==> src/rtl/alu_uart_ctrl_module_if.sv <==
// rtl/alu_uart_ctrl_module_if.sv - UART/ALU handshake bundle for the frame controller
interface alu_uart_ctrl_module_if #(
  parameter int NB_DATA = 8,
  parameter int NB_OP   = 6
);
  logic [NB_DATA-1:0] i_rx_data;
  logic               i_rx_done;
  logic               i_tx_done;
  logic [NB_DATA-1:0] i_alu_result;
  logic [NB_DATA-1:0] o_alu_data_A;
  logic [NB_DATA-1:0] o_alu_data_B;
  logic [NB_OP-1:0]   o_alu_OP;
  logic [NB_DATA-1:0] o_tx_data;
  logic               o_tx_start;
  logic               o_busy;
  logic               o_err;
  logic [7:0]         o_drop_cnt;

  // controller side
  modport slave (
    input  i_rx_data, i_rx_done, i_tx_done, i_alu_result,
    output o_alu_data_A, o_alu_data_B, o_alu_OP, o_tx_data,
    output o_tx_start, o_busy, o_err, o_drop_cnt
  );

  // environment side (UART receiver/transmitter and ALU)
  modport master (
    output i_rx_data, i_rx_done, i_tx_done, i_alu_result,
    input  o_alu_data_A, o_alu_data_B, o_alu_OP, o_tx_data,
    input  o_tx_start, o_busy, o_err, o_drop_cnt
  );
endinterface

==> src/rtl/alu_uart_ctrl_module.sv <==
// rtl/alu_uart_ctrl_module.sv - collects A/B/OP bytes from UART, runs the ALU, sends the result
module alu_uart_ctrl_module #(
  parameter int NB_DATA = 8,
  parameter int NB_OP   = 6
) (
  input logic                   i_clk,
  input logic                   i_reset_n,
  alu_uart_ctrl_module_if.slave bus
);

  typedef enum logic [2:0] {
    IDLE    = 3'd0,
    WAIT_B  = 3'd1,
    WAIT_OP = 3'd2,
    EXEC    = 3'd3,
    SEND    = 3'd4,
    WAIT_TX = 3'd5
  } state_e;

  state_e             state_q, state_d;
  logic [NB_DATA-1:0] a_q, a_d;
  logic [NB_DATA-1:0] b_q, b_d;
  logic [NB_OP-1:0]   op_q, op_d;
  logic [NB_DATA-1:0] tx_data_q, tx_data_d;
  logic [7:0]         drop_q, drop_d;
  logic               busy, err, tx_start;

  // Opcodes the attached ALU implements; anything else yields a zero result
  function automatic logic op_is_valid(input logic [NB_OP-1:0] op);
    logic [7:0] op8;
    op8 = 8'(op);
    case (op8)
      8'h20, 8'h22, 8'h24, 8'h25,
      8'h26, 8'h03, 8'h02, 8'h27: op_is_valid = 1'b1;
      default:                    op_is_valid = 1'b0;
    endcase
  endfunction

  // State register
  always_ff @(posedge i_clk or negedge i_reset_n) begin
    if (!i_reset_n) state_q <= IDLE;
    else            state_q <= state_d;
  end

  // Next-state: three operand bytes, one exec cycle, one start cycle, wait for tx_done
  always_comb begin
    state_d = state_q;
    case (state_q)
      IDLE:    if (bus.i_rx_done) state_d = WAIT_B;
      WAIT_B:  if (bus.i_rx_done) state_d = WAIT_OP;
      WAIT_OP: if (bus.i_rx_done) state_d = EXEC;
      EXEC:    state_d = SEND;
      // tx_done coinciding with tx_start belongs to an earlier byte, so it is ignored here
      SEND:    state_d = WAIT_TX;
      WAIT_TX: if (bus.i_tx_done) state_d = IDLE;
      default: state_d = IDLE;
    endcase
  end

  // Outputs and datapath next values
  always_comb begin
    busy      = (state_q != IDLE);
    err       = (state_q == EXEC) && !op_is_valid(op_q);
    tx_start  = (state_q == SEND);
    a_d       = a_q;
    b_d       = b_q;
    op_d      = op_q;
    tx_data_d = tx_data_q;
    drop_d    = drop_q;
    case (state_q)
      IDLE:    if (bus.i_rx_done) a_d  = bus.i_rx_data;
      WAIT_B:  if (bus.i_rx_done) b_d  = bus.i_rx_data;
      WAIT_OP: if (bus.i_rx_done) op_d = bus.i_rx_data[NB_OP-1:0];
      default: ;
    endcase
    if (state_q == EXEC) tx_data_d = bus.i_alu_result;
    // bytes arriving while a result is in flight are lost; count them, saturating
    if (bus.i_rx_done && (state_q == EXEC || state_q == SEND || state_q == WAIT_TX)
        && drop_q != 8'hFF)
      drop_d = drop_q + 8'd1;
  end

  // Datapath registers
  always_ff @(posedge i_clk or negedge i_reset_n) begin
    if (!i_reset_n) begin
      a_q       <= '0;
      b_q       <= '0;
      op_q      <= '0;
      tx_data_q <= '0;
      drop_q    <= '0;
    end else begin
      a_q       <= a_d;
      b_q       <= b_d;
      op_q      <= op_d;
      tx_data_q <= tx_data_d;
      drop_q    <= drop_d;
    end
  end

  assign bus.o_alu_data_A = a_q;
  assign bus.o_alu_data_B = b_q;
  assign bus.o_alu_OP     = op_q;
  assign bus.o_tx_data    = tx_data_q;
  assign bus.o_tx_start   = tx_start;
  assign bus.o_busy       = busy;
  assign bus.o_err        = err;
  assign bus.o_drop_cnt   = drop_q;

endmodule

==> src/flat_wrapper.sv <==
// flat-port wrapper written by rule: the top's interface ports become plain ports
module alu_uart_ctrl_module_flat 
#(
  parameter int NB_DATA = 8,
  parameter int NB_OP   = 6
)
  (i_clk, i_reset_n, bus_i_rx_data, bus_i_rx_done, bus_i_tx_done, bus_i_alu_result, bus_o_alu_data_A, bus_o_alu_data_B, bus_o_alu_OP, bus_o_tx_data, bus_o_tx_start, bus_o_busy, bus_o_err, bus_o_drop_cnt);
  alu_uart_ctrl_module_if #(.NB_DATA(NB_DATA), .NB_OP(NB_OP)) bus_i ();
  input logic i_clk;
  input logic i_reset_n;
  input wire logic [$bits(bus_i.i_rx_data)-1:0] bus_i_rx_data;
  input wire logic [$bits(bus_i.i_rx_done)-1:0] bus_i_rx_done;
  input wire logic [$bits(bus_i.i_tx_done)-1:0] bus_i_tx_done;
  input wire logic [$bits(bus_i.i_alu_result)-1:0] bus_i_alu_result;
  output wire logic [$bits(bus_i.o_alu_data_A)-1:0] bus_o_alu_data_A;
  output wire logic [$bits(bus_i.o_alu_data_B)-1:0] bus_o_alu_data_B;
  output wire logic [$bits(bus_i.o_alu_OP)-1:0] bus_o_alu_OP;
  output wire logic [$bits(bus_i.o_tx_data)-1:0] bus_o_tx_data;
  output wire logic [$bits(bus_i.o_tx_start)-1:0] bus_o_tx_start;
  output wire logic [$bits(bus_i.o_busy)-1:0] bus_o_busy;
  output wire logic [$bits(bus_i.o_err)-1:0] bus_o_err;
  output wire logic [$bits(bus_i.o_drop_cnt)-1:0] bus_o_drop_cnt;
  assign bus_i.i_rx_data = bus_i_rx_data;
  assign bus_i.i_rx_done = bus_i_rx_done;
  assign bus_i.i_tx_done = bus_i_tx_done;
  assign bus_i.i_alu_result = bus_i_alu_result;
  assign bus_o_alu_data_A = bus_i.o_alu_data_A;
  assign bus_o_alu_data_B = bus_i.o_alu_data_B;
  assign bus_o_alu_OP = bus_i.o_alu_OP;
  assign bus_o_tx_data = bus_i.o_tx_data;
  assign bus_o_tx_start = bus_i.o_tx_start;
  assign bus_o_busy = bus_i.o_busy;
  assign bus_o_err = bus_i.o_err;
  assign bus_o_drop_cnt = bus_i.o_drop_cnt;
  alu_uart_ctrl_module #(.NB_DATA(NB_DATA), .NB_OP(NB_OP)) u_core (.i_clk(i_clk), .i_reset_n(i_reset_n), .bus(bus_i));
endmodule
==> config.mk <==
export PLATFORM = sky130hd
export DESIGN_NAME = alu_uart_ctrl_module_flat
export DESIGN_NICKNAME = d
export VERILOG_FILES = /design/src/rtl/alu_uart_ctrl_module_if.sv /design/src/rtl/alu_uart_ctrl_module.sv /design/src/flat_wrapper.sv
export SDC_FILE = /design/constraint.sdc
export NUM_CORES = 1
export LEC_CHECK = 0
export CORE_ASPECT_RATIO = 0.75
export CORE_MARGIN = 2
export CORE_UTILIZATION = 25
export CTS_CLUSTER_SIZE = 28
export DETAILED_ROUTE_END_ITERATION = 12
export PLACE_DENSITY = 0.58
export SYNTH_ARGS = -nofsm -noshare
export SYNTH_HDL_FRONTEND = slang
export SYNTH_SLANG_ARGS = --single-unit
==> constraint.sdc <==
create_clock -name i_clk -period 2.15 [get_ports i_clk]
set_clock_uncertainty 0.15 [all_clocks]
set_input_delay 0.215 -clock i_clk [delete_from_list [all_inputs] [get_ports i_clk]]
set_output_delay 0.215 -clock i_clk [all_outputs]
set_load 0.1 [all_outputs]
==> summary.md <==
| Metric | Value |
|---|---|
| Hold Violations, Final | 0 |
| Status | finished clean |
| Worst slew margin | 0.508 |
| Sequential fraction of the synthesis area | 0.577 |
| # DRC | 0 |
| Gr usage total | 0.104 |
| Critical path type | reg -> out |
| Core Rows | 26 |
| DIE WIDTH | roughly 100 um |
| Worst-case clock buffer depth | 2 |
| Root buffer cell | clkbuf_8 |
| Met1 Usage GRT | 0.147 |
| Multi-input gate area | 738 um^2 |
| Initial Utilization | 0.260 |
| Tmin final | about 1.9 ns |
| M2 GR Usage | 0.148 |
| CTS tree | built |
| Synthesized cell area | 0.00178 mm^2 |
| Syn avg cell area | between 10 and 15 um^2 |
| H-Tree Depth | 2 |
| Post-DP HPWL | 2830 um |
| CORE AREA | 0.00683 mm^2 |
| Worst-path clk slew | 0.08 ns |
| Worst Hold Class | reg -> reg |
| EDFF count, synth | 0 |
| Final setup TNS | 0 ns |
| GR Util met3 | 0.0319 |
| TritonRoute pass-1 iters | 3 |
| Vias | 1202 |
| Height of the chip | just under 80 um |
| Vias in the first global route | 1237 |
| Synthesis-to-layout area growth | 42.3% |
| Seq cells post-synth | 41 |
| Vias/cell | 4.31 |
| Clk sink count | 41 |
| Crit. End Element | primary output |
| Top-count cell post-synth | dfrtp_1 |
| Top cell type's share of synthesized area | 0.577 |
| Ys flop type | dfrtp_1 |
| Fraction of registers with async set/reset | 1.00 |
| Part of the cycle the worst path needs | 0.903 |
| DR WL/cell | 13.7 um |
| Grt ovf | 0 |
| Gate Count Post-Synth | 126 |
| Unrepaired setup endpoints after global routing | false |
| # IOs | 61 |
| GRT busiest layer | met2 |
| Port Buffers | 60 |
| Core Util, Final | 0.370 |
| Largest area contributor in the synthesized netlist | dfrtp_1 |
| Antenna fix cells | 0 |
| Final GP Congestion | approximately 0.69 |
| Arr. time, crit path | 1.58 ns |
| Routed Antenna Nets | 0 |
| CTS-repair resized insts | 0 |
| Critical Path RT | 1.78 ns |
| Worst Path Max Fanout | 9 |
| MaxCap Viol Count | 0 |
| Die Footprint | 0.00780 mm^2 |
| Final hold slack | 0.355 ns |
| Dpl ws | 0.185 ns |
| Seq. cell area | about 0.0010 mm^2 |
| Number of distinct library cells after synthesis | 34 |
| Most frequent cells after synthesis | dfrtp_1 (41), mux2_2 (33), nand3_1 (5) |
| Min setup slack post-route | around 0.21 ns |
| Antenna violations before repair | 0 |
| Largest cells by area after synthesis | dfrtp_1 (58%), mux2_2 (21%), nand2b_4 (1.5%) |
| Syn_nets | 147 |
| Starting DRT DRC Count | 15 |
| Worst hold stages | 1 |
| YS warnings | 0 |
| Worst-Skew Late Latency | 0.29 ns |
| Actual slew at the worst max-slew pin | roughly 0.74 ns |
| CTS buffer count | 5 |
| Global-route wire length before repair | ~6400 um |
| Share of layout cells above drive strength 1 | 0.518 |
| # nets final | 215 |
| Pins Over Slew Limit | 0 |
| Largest net degree at the start of global routing | 33 |
| Reg2reg path depth | 3 |
| Peak Freq | 0.515 GHz |
| Filler Cell Count | a little under 700 |
| Endpoints failing setup | 0 |
| Worst setup SP type | flip-flop |
| Final WL | 3840 um |
## state kept, by name, indices dropped and copies added, names as in the netlist
name	flops
u_core.bus.o_alu_OP	6
u_core.bus.o_drop_cnt	8
u_core.bus.o_alu_data_A	8
u_core.bus.o_alu_data_B	8
u_core.bus.o_tx_data	8
u_core.state_q	3
## critical path, cell delays in order, from the launching register on
cell and delay [ns]:
dfrtp_1 0.61, nand3b_4 0.17, buf_4 0.22, nor2_4 0.11, buf_12 0.18
## per-layer routing
metal / wire length (um) / share of wire / up-vias
li1: - / - / 587
met1: 1820 / 0.47 / 582
met2: 1770 / 0.46 / 31
met3: 208 / 0.054 / 2
met4: 35 / 0.0091 / 0
met5: 0 / 0 / -
## metrics by stage
| step | cells | instance area (um^2) |
|---|---|---|
| after CTS | 279 | 2530 |
| after floorplan | 126 | 1800 |
| after detailed placement | 270 | 2430 |
| final | 279 | 2530 |
| after global routing | 279 | 2530 |
| after global placement | 270 | 2430 |
## path summary, 6_finish.rpt
path / slack (ns) / endpoint / startpoint
worst min register to register: 0.36 / u_core.bus.o_drop_cnt[0] / u_core.bus.o_drop_cnt[0]
min in group asynchronous: 0.37 / u_core.bus.o_alu_data_B[6] / i_reset_n
max in group asynchronous: 0.85 / u_core.bus.o_tx_data[5] / i_reset_n
worst max-delay path: 0.21 / bus_o_err / u_core.state_q[1]
worst max register to register: 0.36 / u_core.bus.o_alu_data_B[1] / u_core.state_q[2]
worst min-delay path: 0.36 / u_core.bus.o_drop_cnt[0] / u_core.bus.o_drop_cnt[0]
## kinds of logic after synthesis
logic type / synth area share
flops: 0.577
mux: 0.209
simple gates: 0.130
compound gates: 0.0528
buf+inv: 0.0141
xor+xnor: 0.00986
fa+ha+maj: 0.00704
## layout by cell type, fill, tap and decap left out, types with 2 or more instances in the layout
master | netlist | final
nand2_1 | 4 | 4
buf_12 | 0 | 3
a21oi_1 | 3 | 3
clkbuf_8 | 0 | 5
a21oi_2 | 2 | 2
nand2b_1 | 3 | 3
nand3_1 | 5 | 5
buf_4 | 0 | 41
clkdlybuf4s50_1 | 0 | 18
a31oi_1 | 2 | 2
dfrtp_1 | 41 | 36
nand2b_4 | 2 | 2
o21ai_0 | 2 | 2
nand3b_1 | 2 | 2
xnor2_1 | 2 | 2
mux2_2 | 33 | 33
clkinv_2 | 0 | 2
dfrtp_2 | 0 | 5
## final cells by class
type / instances / share of cell area
clock inverters: 3 / 0.00693
repair buffers: 64 / 0.223
flip-flops and latches: 41 / 0.408
well taps: 84 / 0.0416
clock buffers: 5 / 0.0272
inverters: 1 / 0.00148
multi-input cells: 81 / 0.292
## timing repair
action,4_1_cts,5_1_grt
buffers inserted,0,0
hold buffers,1,0
endpoints found under the setup margin,0,0
endpoints found under the hold margin,31,0
Power is not shown: default switching activity piles up to over one toggle a cycle in this logic, so the estimate is an artifact.
